[config.mk]
export PLATFORM = sky130hd
export DESIGN_NAME = soa_share_arb
export DESIGN_NICKNAME = d
export VERILOG_FILES = /design/src/rtl/soa_pkg.sv /design/src/rtl/soa_rr_pick.sv /design/src/rtl/soa_share_arb.sv
export SDC_FILE = /design/constraint.sdc
export NUM_CORES = 1
export LEC_CHECK = 0
export BUFFER_PORTS_ARGS = -buffer_cell sky130_fd_sc_hd__buf_4
export CORE_ASPECT_RATIO = 1.1
export CORE_MARGIN = 2
export CORE_UTILIZATION = 40
export DETAILED_ROUTE_END_ITERATION = 6
export GPL_TIMING_DRIVEN = 0
export PLACE_DENSITY = 0.67
export REMOVE_ABC_BUFFERS = 1
export SYNTH_ARGS = -nofsm -noshare
export SYNTH_HDL_FRONTEND = slang
export SYNTH_SLANG_ARGS = --single-unit
[constraint.sdc]
create_clock -name clk -period 3.8 [get_ports clk]
set_clock_uncertainty 0.1 [all_clocks]
set_input_delay 0.19 -clock clk [delete_from_list [all_inputs] [get_ports clk]]
set_output_delay 0.19 -clock clk [all_outputs]
set_load 0.02 [all_outputs]
[src/rtl/soa_pkg.sv]
`default_nettype none
// +----------------------------------------------------------------+
// | soa_pkg : widths and set-one log adder shared by soa_share_arb  |
// | Rev 1.0                                                         |
// +----------------------------------------------------------------+
package soa_pkg;

   localparam int SOA_OUT_W = 20;
   localparam int SOA_M     = 11;
   localparam int SOA_TW    = SOA_OUT_W - SOA_M;

   // The LSBs of both operands set the carry-in; the low M result bits are filled with ones.
   function automatic logic [SOA_OUT_W-1:0] soa_sum(input logic [SOA_TW-1:0] a,
                                                    input logic [SOA_TW-1:0] b);
      logic                cin;
      logic [SOA_TW-1:0]   hi;
      cin = a[0] & b[0];
      hi  = {1'b0, a[SOA_TW-1:1]} + {1'b0, b[SOA_TW-1:1]} + {{(SOA_TW-1){1'b0}}, cin};
      return {hi, {SOA_M{1'b1}}};
   endfunction

endpackage
`default_nettype wire

[src/rtl/soa_rr_pick.sv]
`default_nettype none
// +----------------------------------------------------------------+
// | soa_rr_pick : rotate-priority picker, first request from ptr up  |
// | Rev 1.0                                                         |
// +----------------------------------------------------------------+
module soa_rr_pick #(
   parameter int N    = 4,
   parameter int TAGW = $clog2(N)
) (
   input  logic [N-1:0]    req,
   input  logic [TAGW-1:0] ptr,
   input  logic            en,
   output logic [N-1:0]    gnt,
   output logic [TAGW-1:0] idx
);

   int w_pos;

   // Walk the offsets from farthest to nearest so the nearest request wins.
   always_comb begin
      gnt   = '0;
      idx   = '0;
      w_pos = 0;
      if (en) begin
         for (int k = N - 1; k >= 0; k--) begin
            w_pos = int'(ptr) + k;
            if (w_pos >= N) w_pos = w_pos - N;
            if (req[w_pos]) begin
               gnt        = '0;
               gnt[w_pos] = 1'b1;
               idx        = TAGW'(w_pos);
            end
         end
      end
   end

endmodule
`default_nettype wire

[src/rtl/soa_share_arb.sv]
`default_nettype none
// +----------------------------------------------------------------+
// | soa_share_arb : round-robin share of one set-one log adder      |
// | Rev 1.0                                                         |
// +----------------------------------------------------------------+
module soa_share_arb
   import soa_pkg::*;
#(
   parameter int N    = 4,
   parameter int M    = SOA_M,
   parameter int TW   = SOA_OUT_W - M,
   parameter int TAGW = $clog2(N)
) (
   input  logic                  clk,
   input  logic                  rst_n,
   input  logic [N-1:0]          req_valid,
   output logic [N-1:0]          req_ready,
   input  logic [N*TW-1:0]       req_tloga,
   input  logic [N*TW-1:0]       req_tlogb,
   output logic                  out_valid,
   input  logic                  out_ready,
   output logic [SOA_OUT_W-1:0]  out_sumlog,
   output logic [TAGW-1:0]       out_tag,
   output logic                  busy
);

   logic                  r_s1_valid;
   logic [TW-1:0]         r_s1_a;
   logic [TW-1:0]         r_s1_b;
   logic [TAGW-1:0]       r_s1_tag;
   logic                  r_out_valid;
   logic [SOA_OUT_W-1:0]  r_out_sumlog;
   logic [TAGW-1:0]       r_out_tag;
   logic [TAGW-1:0]       r_rr_ptr;

   logic                  w_s1_en;
   logic                  w_s2_en;
   logic [N-1:0]          w_gnt;
   logic [TAGW-1:0]       w_idx;
   logic                  w_acc;
   logic [TW-1:0]         w_sel_a;
   logic [TW-1:0]         w_sel_b;
   logic [TAGW-1:0]       w_nxt_ptr;

   assign w_s2_en = !r_out_valid | out_ready;
   assign w_s1_en = !r_s1_valid | w_s2_en;

   soa_rr_pick #(
      .N    (N),
      .TAGW (TAGW)
   ) u_pick (
      .req  (req_valid),
      .ptr  (r_rr_ptr),
      .en   (w_s1_en),
      .gnt  (w_gnt),
      .idx  (w_idx)
   );

   // The picker only grants valid requesters, so any grant is an accept.
   assign w_acc     = |w_gnt;
   assign w_sel_a   = req_tloga[int'(w_idx)*TW +: TW];
   assign w_sel_b   = req_tlogb[int'(w_idx)*TW +: TW];
   assign w_nxt_ptr = (w_idx == TAGW'(N - 1)) ? '0 : w_idx + TAGW'(1);

   always_ff @(posedge clk or negedge rst_n) begin
      if (!rst_n) begin
         r_s1_valid <= 1'b0;
         r_s1_a     <= '0;
         r_s1_b     <= '0;
         r_s1_tag   <= '0;
         r_rr_ptr   <= '0;
      end else if (w_acc) begin
         r_s1_valid <= 1'b1;
         r_s1_a     <= w_sel_a;
         r_s1_b     <= w_sel_b;
         r_s1_tag   <= w_idx;
         r_rr_ptr   <= w_nxt_ptr;
      end else if (w_s2_en) begin
         r_s1_valid <= 1'b0;
      end
   end

   // Data only moves when stage 1 has something, so an idle output stays quiet.
   always_ff @(posedge clk or negedge rst_n) begin
      if (!rst_n) begin
         r_out_valid  <= 1'b0;
         r_out_sumlog <= '0;
         r_out_tag    <= '0;
      end else if (w_s2_en) begin
         r_out_valid <= r_s1_valid;
         if (r_s1_valid) begin
            r_out_sumlog <= soa_sum(r_s1_a, r_s1_b);
            r_out_tag    <= r_s1_tag;
         end
      end
   end

   assign req_ready  = w_gnt;
   assign out_valid  = r_out_valid;
   assign out_sumlog = r_out_sumlog;
   assign out_tag    = r_out_tag;
   assign busy       = r_s1_valid | r_out_valid;

endmodule
`default_nettype wire

==> results of run 1 <==
[synth_stat cells (5+ instances only)]
library cell	count	area (um2)
nor2_1	13	48.8
a21oi_1	29	145
o32ai_1	18	158
o21ai_0	7	35.0
nand2b_1	5	31.3
buf_4	12	90.1
dfrtp_1	36	901
o21ai_1	8	40.0
mux2i_1	28	280
ha_1	15	188
mux2_2	5	56.3
buf_2	7	35.0
inv_1	12	45.0
nand2_1	22	82.6
mux2_4	20	300
[worst paths after layout]
kind,end,slack (ns)
worst max-delay path,r_s1_b[8]$_DFFE_PN0P_,0.35
worst min-delay path,out_valid$_DFFE_PN0P_,0.15
worst max register to register,r_s1_b[8]$_DFFE_PN0P_,0.35
worst min register to register,out_sumlog[11]$_DFFE_PN0P_,0.39
max in group asynchronous,r_rr_ptr[0]$_DFFE_PN0P_,2.97
min in group asynchronous,out_tag[0]$_DFFE_PN0P_,0.29
[cell type report]
cell class / instances / area, um2 / area share, %
timing repair buffer: 109 / 861 / 22.7
clock buffer: 7 / 86.3 / 2.28
sequential: 36 / 902 / 23.8
clock inverter: 1 / 7.51 / 0.198
tap: 85 / 106 / 2.81
inverter: 14 / 52.6 / 1.39
multi-input combinational: 214 / 1780 / 46.8
[metal layers]
| metal | global-route usage [%] | up-vias | share of wire [%] |
|---|---|---|---|
| met5 | 0 | - | 0 |
| met4 | 5.42 | 0 | 1.8 |
| met3 | 3.62 | 11 | 6.5 |
| met2 | 28.2 | 79 | 49 |
| met1 | 22.6 | 1176 | 43 |
| li1 | - | 1237 | - |
[logic make-up (layout without fill, tap and decap cells)]
kind of cell,Yosys count,count (layout)
XOR/XNOR,2,2
buffers and inverters,40,131
AO/OA/AOI/OAI,82,82
flip-flops,36,36
adder cells (fa/ha/maj),17,17
multiplexers,54,54
AND/OR/NAND/NOR,59,59
[power by group]
part           switching, mW  internal [mW]
Clock                  0.137          0.147
Sequential             0.149          0.584
Combinational           1.24           1.22
Total                   1.52           1.95
[per-stage QoR]
| stage | instances | total power, mW | hold WS [ns] | instance area [um2] |
|---|---|---|---|---|
| CTS | 466 | 3.51 | 0.144 | 3790 |
| finish | 466 | 3.48 | 0.150 | 3790 |
| global placement | 455 | 3.04 | 0.0735 | 3600 |
| floorplan | 264 | 2.51 | -0.206 | 2700 |
| global route | 466 | 3.80 | 0.191 | 3790 |
| detailed placement | 457 | 3.18 | 0.0765 | 3660 |
[worst min-delay path: stages]
cell	delay [ns]
buf_4	0.08
nand2b_1	0.16
nand2_1	0.07
[what timing repair did]
item / in CTS / in global routing
resized for setup: 3 / 2
hold endpoints to repair: 36 / 0
endpoints found under the setup margin: 19 / 18
hold buffers: 1 / 0
pin swaps: 0 / 0
[sequential cells by signal (all words and copies together) (netlist names)]
register    cells
out_valid       1
r_s1_a          9
r_s1_tag        2
r_s1_valid      1
out_sumlog     10
r_rr_ptr        2
r_s1_b          9
out_tag         2
==> flow_summary_export.csv, run 1 <==
group,metric,value,unit
status,outcome,"completed",
worst_hold_path,hp-class,"in -> reg",
power_and_ir_drop,power.density,917,nW/um2
floorplanning,start_util,41.1,%
global_route,grt_pass1_vias,2320,
synth,synth_fa_ha_area_share,7.90,%
synth,synth_top_family_by_area,"multiplexers",
floorplanning,io_pins,107,
synth,seq_area_frac_synth,31.3,%
timing,setup_ws,0.346,ns
global_route,track_usage,17.1,%
final_layout,final_common_cell,"buf_4",
detailed_routing,vias_per_cell,5.37,
synth,syn-cell-area,2880,um2
detailed_routing,vias,2503,
floorplanning,die_h,93.0,um
critical_path,cp_max_fo,38,
placed_design,port_buffers,106,
final_layout,areaGrowthSynthToFinish,31.6,%
worst_hold_path,worstHoldPathCells,3,
synth,synth_compound_area_share,19.5,%
critical_path,cp.arrival,3.53,ns
synth,synthMuxAreaShare,22.9,%
timing,post-route-min-period,3.45,ns
synth,postSynthAreaPerCell,9.94,um2
floorplanning,die_area,7900,um2
clocking,cts_tree,"done",
clocking,cts-root-buf,"clkbuf_8",
critical_path,cp-end-kind,"flip-flop",
critical_path,crit_path_max_incr_delay,0.59,ns
detailed_routing,firstDrtPassIters,4,
timing,post-route-period-util,90.9,%
critical_path,slowest_stage,"dfrtp_1",
synth,yosys_warnings,0,
critical_path,path_class,"reg -> reg",
detailed_routing,drt.antenna.violating_nets,0,
power_and_ir_drop,ir_worst_vdd,0.000450,V
floorplanning,num_rows,32,
synth,synth-edff-count,0,
run,drv_cap,0,
clocking,cts-htree-levels,2,
detailed_routing,routed_wl,6.68,mm
critical_path,reg2reg_depth,9,
worst_hold_path,hold_start,"out_ready",
critical_path,crit_cells,9,
global_route,grt_max_degree,39,
clocking,postCtsSetupBuffers,0,
clocking,cts_sinks,36,
timing,slew_viol_final,0,
global_route,overflow,0,
placed_design,hpwlAfterDp,5.10,mm
power_and_ir_drop,p_leak,1.77,nW
clocking,ctsLongestPathBuffers,2,
floorplanning,coreArea,7010,um2
final_layout,layout_common_cells,"106 x buf_4, 35 x dfrtp_1, 29 x a21oi_1, 28 x mux2i_1, 21 x nand2_1",
final_layout,postLayoutCoreUtil,54.1,%
timing,totalNegativeSetupSlack,0,ns
placed_design,pre_cts_ws,-0.485,ns
clocking,cts_made_buffers,5,
synth,ys_ff_latch,36,
floorplanning,die_width,84.9,um
synth,synthArstFlopShare,100,%
synth,ys_types,49,
synth,synthFlopType,"dfrtp_1",
critical_path,required,3.88,ns
final_layout,antennaDiodeCount,0,
final_layout,drive_gt1_share,40.4,%
global_route,antenna_found_initial,0,
critical_path,path_delay_family,"compound AO/OA/AOI/OAI gates",
detailed_routing,detail_route.wl_per_cell,14.3,um
critical_path,critPathLaunch,"r_rr_ptr[1]$_DFFE_PN0P_",
clocking,cts.clk_slew.worst_paths,0.07,ns
placed_design,gp_congestion,0.839,
critical_path,crit_path_cell_trace,"inv_1, ha_2, mux4_2, o21ba_1, o221ai_2, nand2_4, o32ai_1, a21oi_1, mux2_4",
critical_path,r2r_start,"r_rr_ptr[1]$_DFFE_PN0P_",
final_layout,fillers,635,
timing,hold_violations,0,
clocking,clock_latency,0.29,ns
detailed_routing,drtIter0Drc,58,
timing,tightest_slew,0.787,ns
final_layout,nNetsFinal,476,
synth,syn_inst,290,
detailed_routing,post-route-drc-count,0,
timing,rsz0062_at_grt,"no",
critical_path,critPathLaunchType,"flip-flop",
timing,fmax,0.289,GHz
global_route,grt_pass1_wl,11.1,mm
timing,setup_viol,0,
synth,synth_simple_gate_area_share,9.73,%
critical_path,critical_path_buf_inv_count,1,
timing,timing.slew.headroom,47.4,%
synth,synth-xor-area-share,0.608,%
Power figures use the tool's default switching activity.
==> inputs of run 2 (changes only) <==
--- a/config.mk
+++ b/config.mk
@@ -12,6 +12,7 @@
 export DETAILED_ROUTE_END_ITERATION = 6
 export GPL_TIMING_DRIVEN = 0
 export PLACE_DENSITY = 0.67
+export RECOVER_POWER = 100
 export REMOVE_ABC_BUFFERS = 1
 export SYNTH_ARGS = -nofsm -noshare
 export SYNTH_HDL_FRONTEND = slang
==> run 2 against run 1 <==
The flow now finishes with violations (capacitance limit, slew limit). Non-clock buffer count did not move. Flip-flop and latch count did not move. Power fell by 8.4%. Via count rose by 0.16%. Register-to-register slack got worse by 0.04 ns. Highest routed layer unchanged.
==> flow_summary_export.csv, run 2 (same netlist as run 1, synthesis figures left out) <==
group,metric,value,unit
clocking,cts_tree,"done",
critical_path,required,3.88,ns
status,outcome,"finished with violations",
timing,hold_violations,0,
final_layout,final_common_cell,"buf_4",
floorplanning,die_area,7900,um2
worst_hold_path,hp-class,"in -> reg",
detailed_routing,drtIter0Drc,90,
global_route,overflow,0,
global_route,grt_pass1_wl,11.1,mm
placed_design,gp_congestion,0.839,
clocking,cts-htree-levels,2,
status,violations,"capacitance limit, slew limit",
detailed_routing,drt-met1-wl,2.97,mm
clocking,cts-root-buf,"clkbuf_8",
floorplanning,die_width,84.9,um
detailed_routing,routed_wl,6.75,mm
critical_path,cp.arrival,3.57,ns
detailed_routing,vias,2507,
power_and_ir_drop,p_total,3.19,mW
critical_path,critPathLaunchType,"flip-flop",
global_route,track_usage,17.1,%
placed_design,dp_cells,457,
critical_path,r2r_start,"r_rr_ptr[1]$_DFFE_PN0P_",
detailed_routing,met3_length,413,um
global_route,grt_pass1_vias,2320,
power_and_ir_drop,power.density,880,nW/um2
timing,rsz0062_at_grt,"no",
detailed_routing,vias_per_cell,5.38,
detailed_routing,top_layer_used,"met4",
placed_design,hpwlAfterDp,5.10,mm
critical_path,path_class,"reg -> reg",
critical_path,cp-end-kind,"flip-flop",
timing,setup_viol,0,
timing,tightest_slew,1.90,ns
floorplanning,coreArea,7010,um2
clocking,cts_sinks,36,
floorplanning,die_h,93.0,um
clocking,postCtsSetupBuffers,0,
detailed_routing,detail_route.wl_per_cell,14.5,um
detailed_routing,firstDrtPassIters,4,
timing,fmax,0.286,GHz
final_layout,multiInputGateArea,1710,um2
floorplanning,start_util,41.1,%
final_layout,layout_common_cells,"79 x buf_4, 35 x dfrtp_1, 29 x a21oi_1, 28 x mux2i_1, 28 x clkbuf_1",
critical_path,cp_max_fo,38,
clocking,cts.clk_slew.worst_paths,0.07,ns
timing,post-route-min-period,3.50,ns
detailed_routing,post-route-drc-count,0,
clocking,clock_latency,0.29,ns
power_and_ir_drop,ir_worst_vdd,0.000414,V
worst_hold_path,hold_start,"out_ready",
final_layout,areaGrowthSynthToFinish,25.7,%
clocking,cts_made_buffers,5,
detailed_routing,route.met2.wl,3.31,mm
final_layout,drive_gt1_share,28.6,%
detailed_routing,drt.antenna.violating_nets,0,
final_layout,fillers,686,
final_layout,finalNonFillerCells,466,
final_layout,antennaDiodeCount,0,
worst_hold_path,worstHoldPathCells,3,
floorplanning,io_pins,107,
critical_path,critPathLaunch,"r_rr_ptr[1]$_DFFE_PN0P_",
final_layout,nNetsFinal,476,
final_layout,seq_area,902,um2
power_and_ir_drop,p_leak,1.61,nW
global_route,grt_max_degree,39,
clocking,ctsLongestPathBuffers,2,
timing,timing.slew.headroom,-26.7,%
placed_design,port_buffers,106,
critical_path,reg2reg_depth,9,
final_layout,largest_reg_flops,10,
timing,slew_viol_final,37,
timing,hold_ws,0.146,ns
floorplanning,num_rows,32,
run,drv_cap,1,
global_route,antenna_found_initial,0,
timing,post-route-period-util,92.0,%
## run 2: changes by cell type in the layout (fill, tap and decap cells not counted)
| cell | previous run | this run |
|---|---|---|
| clkbuf_1 | 1 | 28 |
| a21boi_0 | 0 | 2 |
| a211oi_2 | 1 | 0 |
| a211oi_1 | 2 | 3 |
| mux2_1 | 0 | 17 |
| a21boi_1 | 3 | 1 |
| buf_4 | 106 | 79 |
| mux2_4 | 20 | 3 |
| o21ai_1 | 8 | 0 |
| o21ai_0 | 7 | 15 |
## run 2: worst paths after layout
check,to,slack (ns)
setup / recovery,r_s1_b[8]$_DFFE_PN0P_,0.30
hold / removal,out_valid$_DFFE_PN0P_,0.15
setup reg to reg,r_s1_b[8]$_DFFE_PN0P_,0.30
hold reg to reg,out_sumlog[11]$_DFFE_PN0P_,0.38
max in group asynchronous,r_rr_ptr[0]$_DFFE_PN0P_,1.50
min in group asynchronous,out_tag[0]$_DFFE_PN0P_,0.86
## run 2: area by class of cell
| cell class | count | area share (%) |
|---|---|---|
| flip-flops and latches | 36 | 24.9 |
| clock buffers | 7 | 2.38 |
| well taps | 85 | 2.94 |
| clock inverters | 1 | 0.207 |
| repair buffers | 109 | 21.0 |
| multi-input cells | 214 | 47.1 |
| inverters | 14 | 1.45 |
## run 2: repair_timing
action | in CTS | in global routing
hold buffers | 1 | 0
pin swaps | 0 | 0
cloned | 0 | 0
gates resized for setup | 3 | 2
setup endpoints to repair | 19 | 18
hold endpoints to repair | 36 | 0
## run 2: report_power, final
part,leakage [nW],internal (mW),switching [mW]
Clock,0.0445,0.147,0.140
Combinational,1.15,0.976,1.20
Sequential,0.414,0.584,0.140
Total,1.61,1.71,1.48
## run 2: per-layer routing
metal | up-vias | global-route usage, %
met5 | - | 0
met4 | 0 | 5.42
met3 | 5 | 3.62
met2 | 78 | 28.2
met1 | 1185 | 22.6
li1 | 1239 | -
## run 2: stage by stage
step / util, % / setup TNS [ns] / instance area (um2) / worst slack [ns]
5_1_grt: 51.7 / 0 / 3620 / 0.0695
6_report: 51.7 / 0 / 3620 / 0.302
3_5_place_dp: 52.3 / -7.58 / 3660 / -0.485
3_3_place_gp: 51.4 / -10.79 / 3600 / -0.577
4_1_cts: 54.1 / 0 / 3790 / 0.165
2_1_floorplan: - / 0 / 2700 / 0.0835
## run 2: worst max-delay path, stage by stage (launching register included)
cell and delay, ns:
dfrtp_1 0.58, inv_1 0.22, ha_2 0.50, mux4_2 0.32, o21ba_1 0.18, o221ai_2 0.33
nand2_4 0.32, o32ai_1 0.39, a21oi_1 0.11, mux2_1 0.32
==> inputs of run 3 (changes only) <==
--- a/config.mk
+++ b/config.mk
@@ -6,7 +6,7 @@
 export NUM_CORES = 1
 export LEC_CHECK = 0
 export BUFFER_PORTS_ARGS = -buffer_cell sky130_fd_sc_hd__buf_4
-export CORE_ASPECT_RATIO = 1.1
+export CORE_ASPECT_RATIO = 0.9
 export CORE_MARGIN = 2
 export CORE_UTILIZATION = 40
 export DETAILED_ROUTE_END_ITERATION = 6
==> constraint.sdc (replaced) <==
create_clock -name clk -period 3.8 [get_ports clk]
set_clock_uncertainty 0.1 [all_clocks]
set_input_delay 0.19 -clock clk [delete_from_list [all_inputs] [get_ports clk]]
set_output_delay 0.19 -clock clk [all_outputs]
set_load 0.05 [all_outputs]
==> run 3 against run 2 <==
The flow still finishes with violations (capacitance limit, slew limit). Combinational power increased by 8%. Power rose by 5.4%. Global-route usage is 0.11 points higher. Worst hold slack better by 0.0017 ns. Critical path depth is the same. Register-to-register slack worse by 0.06 ns. Via count down 2.6%. Clock power down 2%. Maximum frequency fell by 1.7%. Highest routed layer unchanged.
==> flow_summary_export.csv, run 3 (same netlist as run 1, synthesis figures left out) <==
group,metric,value,unit
power_and_ir_drop,clockPowerShare,8.4,%
detailed_routing,firstDrtPassIters,4,
detailed_routing,drt.antenna.violating_nets,0,
power_and_ir_drop,power.share.switching,49.9,%
timing,hold_ws,0.148,ns
clocking,cts_made_buffers,5,
detailed_routing,routed_wl,6.68,mm
timing,post-route-period-util,93.6,%
final_layout,nNetsFinal,476,
timing,post-route-min-period,3.56,ns
critical_path,cp-end-kind,"flip-flop",
power_and_ir_drop,switching_power,1.68,mW
clocking,cts_tree,"done",
power_and_ir_drop,ir_worst_vdd,0.000270,V
final_layout,fillers,703,
power_and_ir_drop,seq_power_share,21.6,%
timing,totalNegativeSetupSlack,0,ns
power_and_ir_drop,power.density,928,nW/um2
power_and_ir_drop,power.internal,1.68,mW
clocking,cts.clk_slew.worst_paths,0.07,ns
timing,rsz0062_at_grt,"no",
placed_design,hpwlAfterDp,5.10,mm
placed_design,placed_cell_area,3670,um2
placed_design,port_buffers,106,
status,outcome,"finished with violations",
clocking,postCtsSetupBuffers,0,
clocking,clock_latency,0.29,ns
final_layout,largest_reg_flops,10,
final_layout,antennaDiodeCount,0,
timing,hold_violations,0,
detailed_routing,drtIter0Drc,85,
critical_path,required,3.88,ns
critical_path,path_class,"reg -> reg",
detailed_routing,vias,2443,
floorplanning,start_util,41.1,%
worst_hold_path,hp-class,"in -> reg",
floorplanning,die_width,93.5,um
global_route,antenna_found_initial,0,
floorplanning,io_pins,107,
final_layout,finalNonFillerCells,474,
floorplanning,num_rows,29,
timing,setup_viol,0,
timing,slew_viol_final,37,
final_layout,areaGrowthSynthToFinish,25.6,%
clocking,cts-root-buf,"clkbuf_8",
critical_path,worst-r2r-setup-slack,0.24,ns
global_route,grt_pass1_wl,11.0,mm
timing,setup_ws,0.243,ns
clocking,ctsLongestPathBuffers,2,
global_route,track_usage,17.2,%
placed_design,pre_cts_ws,-0.497,ns
global_route,grt_max_degree,39,
detailed_routing,detail_route.wl_per_cell,14.1,um
timing,tightest_slew,1.90,ns
floorplanning,die_h,84.5,um
final_layout,final_common_cell,"buf_4",
critical_path,cp_max_fo,38,
global_route,grt_pass1_vias,2381,
final_layout,drive_gt1_share,28.9,%
placed_design,dp_cells,465,
timing,timing.slew.headroom,-26.7,%
placed_design,gp_congestion,0.788,
run,drv_cap,1,
detailed_routing,post-route-drc-count,0,
detailed_routing,vias_per_cell,5.15,
power_and_ir_drop,p_leak,1.62,nW
critical_path,critPathLaunchType,"flip-flop",
final_layout,layout_common_cells,"77 x buf_4, 35 x dfrtp_1, 29 x a21oi_1, 28 x mux2i_1, 27 x clkbuf_1",
power_and_ir_drop,power_frac_comb,70.0,%
global_route,overflow,0,
timing,fmax,0.281,GHz
clocking,cts_sinks,36,
status,violations,"capacitance limit, slew limit",
floorplanning,die_area,7900,um2
final_layout,design_area,3620,um2
floorplanning,coreArea,7000,um2
critical_path,cp.arrival,3.64,ns
clocking,cts-htree-levels,2,
-- run 3: per-layer routing --
metal	track usage (%)	up-vias	routed length, um
li1	-	1234	-
met1	23.3	1127	3100
met2	27.1	68	3020
met3	4.22	14	432
met4	5.61	0	130
met5	0	-	0
-- run 3: cell type report --
class | count | area (um2) | area share, %
well taps | 93 | 116 | 3.22
flip-flops and latches | 36 | 902 | 24.9
multi-input cells | 214 | 1710 | 47.2
clock inverters | 2 | 10.0 | 0.277
clock buffers | 6 | 82.6 | 2.28
repair buffers | 109 | 747 | 20.6
inverters | 14 | 52.6 | 1.45
-- run 3: timing repair --
action,in CTS,in global routing
resized for setup,3,1
setup endpoints to repair,19,13
endpoints found under the hold margin,36,0
hold buffers,1,0
-- run 3: per-stage QoR --
stage | util [%] | power [mW]
CTS | 54.1 | 3.68
finish | 51.7 | 3.36
floorplan | - | 2.72
global route | 51.7 | 3.68
global placement | 51.6 | 3.26
detailed placement | 52.4 | 3.37
-- run 3: final timing paths --
check                                                start                          to  cells past startpoint
min in group asynchronous                            rst_n      r_s1_valid$_DFFE_PN0P_                      2
max in group asynchronous                            rst_n     r_rr_ptr[0]$_DFFE_PN0P_                      2
worst min-delay path                             out_ready       out_valid$_DFFE_PN0P_                      3
worst min register to register  out_sumlog[15]$_DFFE_PN0P_  out_sumlog[15]$_DFFE_PN0P_                      2
worst max-delay path               r_rr_ptr[1]$_DFFE_PN0P_       r_s1_b[6]$_DFFE_PN0P_                      9
worst max register to register     r_rr_ptr[1]$_DFFE_PN0P_       r_s1_b[6]$_DFFE_PN0P_                      9
-- run 3: worst max-delay path, stage by stage (launching register included) --
cell      delay, ns
dfrtp_1        0.60
inv_1          0.23
ha_1           0.54
mux4_2         0.36
o21ba_1        0.18
o221ai_2       0.34
nand2_4        0.31
o32ai_1        0.37
a21oi_1        0.09
mux2_2         0.29
-- run 3: power by group through the flow --
stage / sequential (mW) / combinational (mW) / clock [mW]
6_report: 0.726 / 2.35 / 0.282
4_1_cts: 0.736 / 2.66 / 0.292
2_1_floorplan: 0.909 / 1.81 / 0
3_3_place_gp: 0.732 / 2.53 / 0
3_5_place_dp: 0.741 / 2.63 / 0
5_1_grt: 0.756 / 2.61 / 0.308
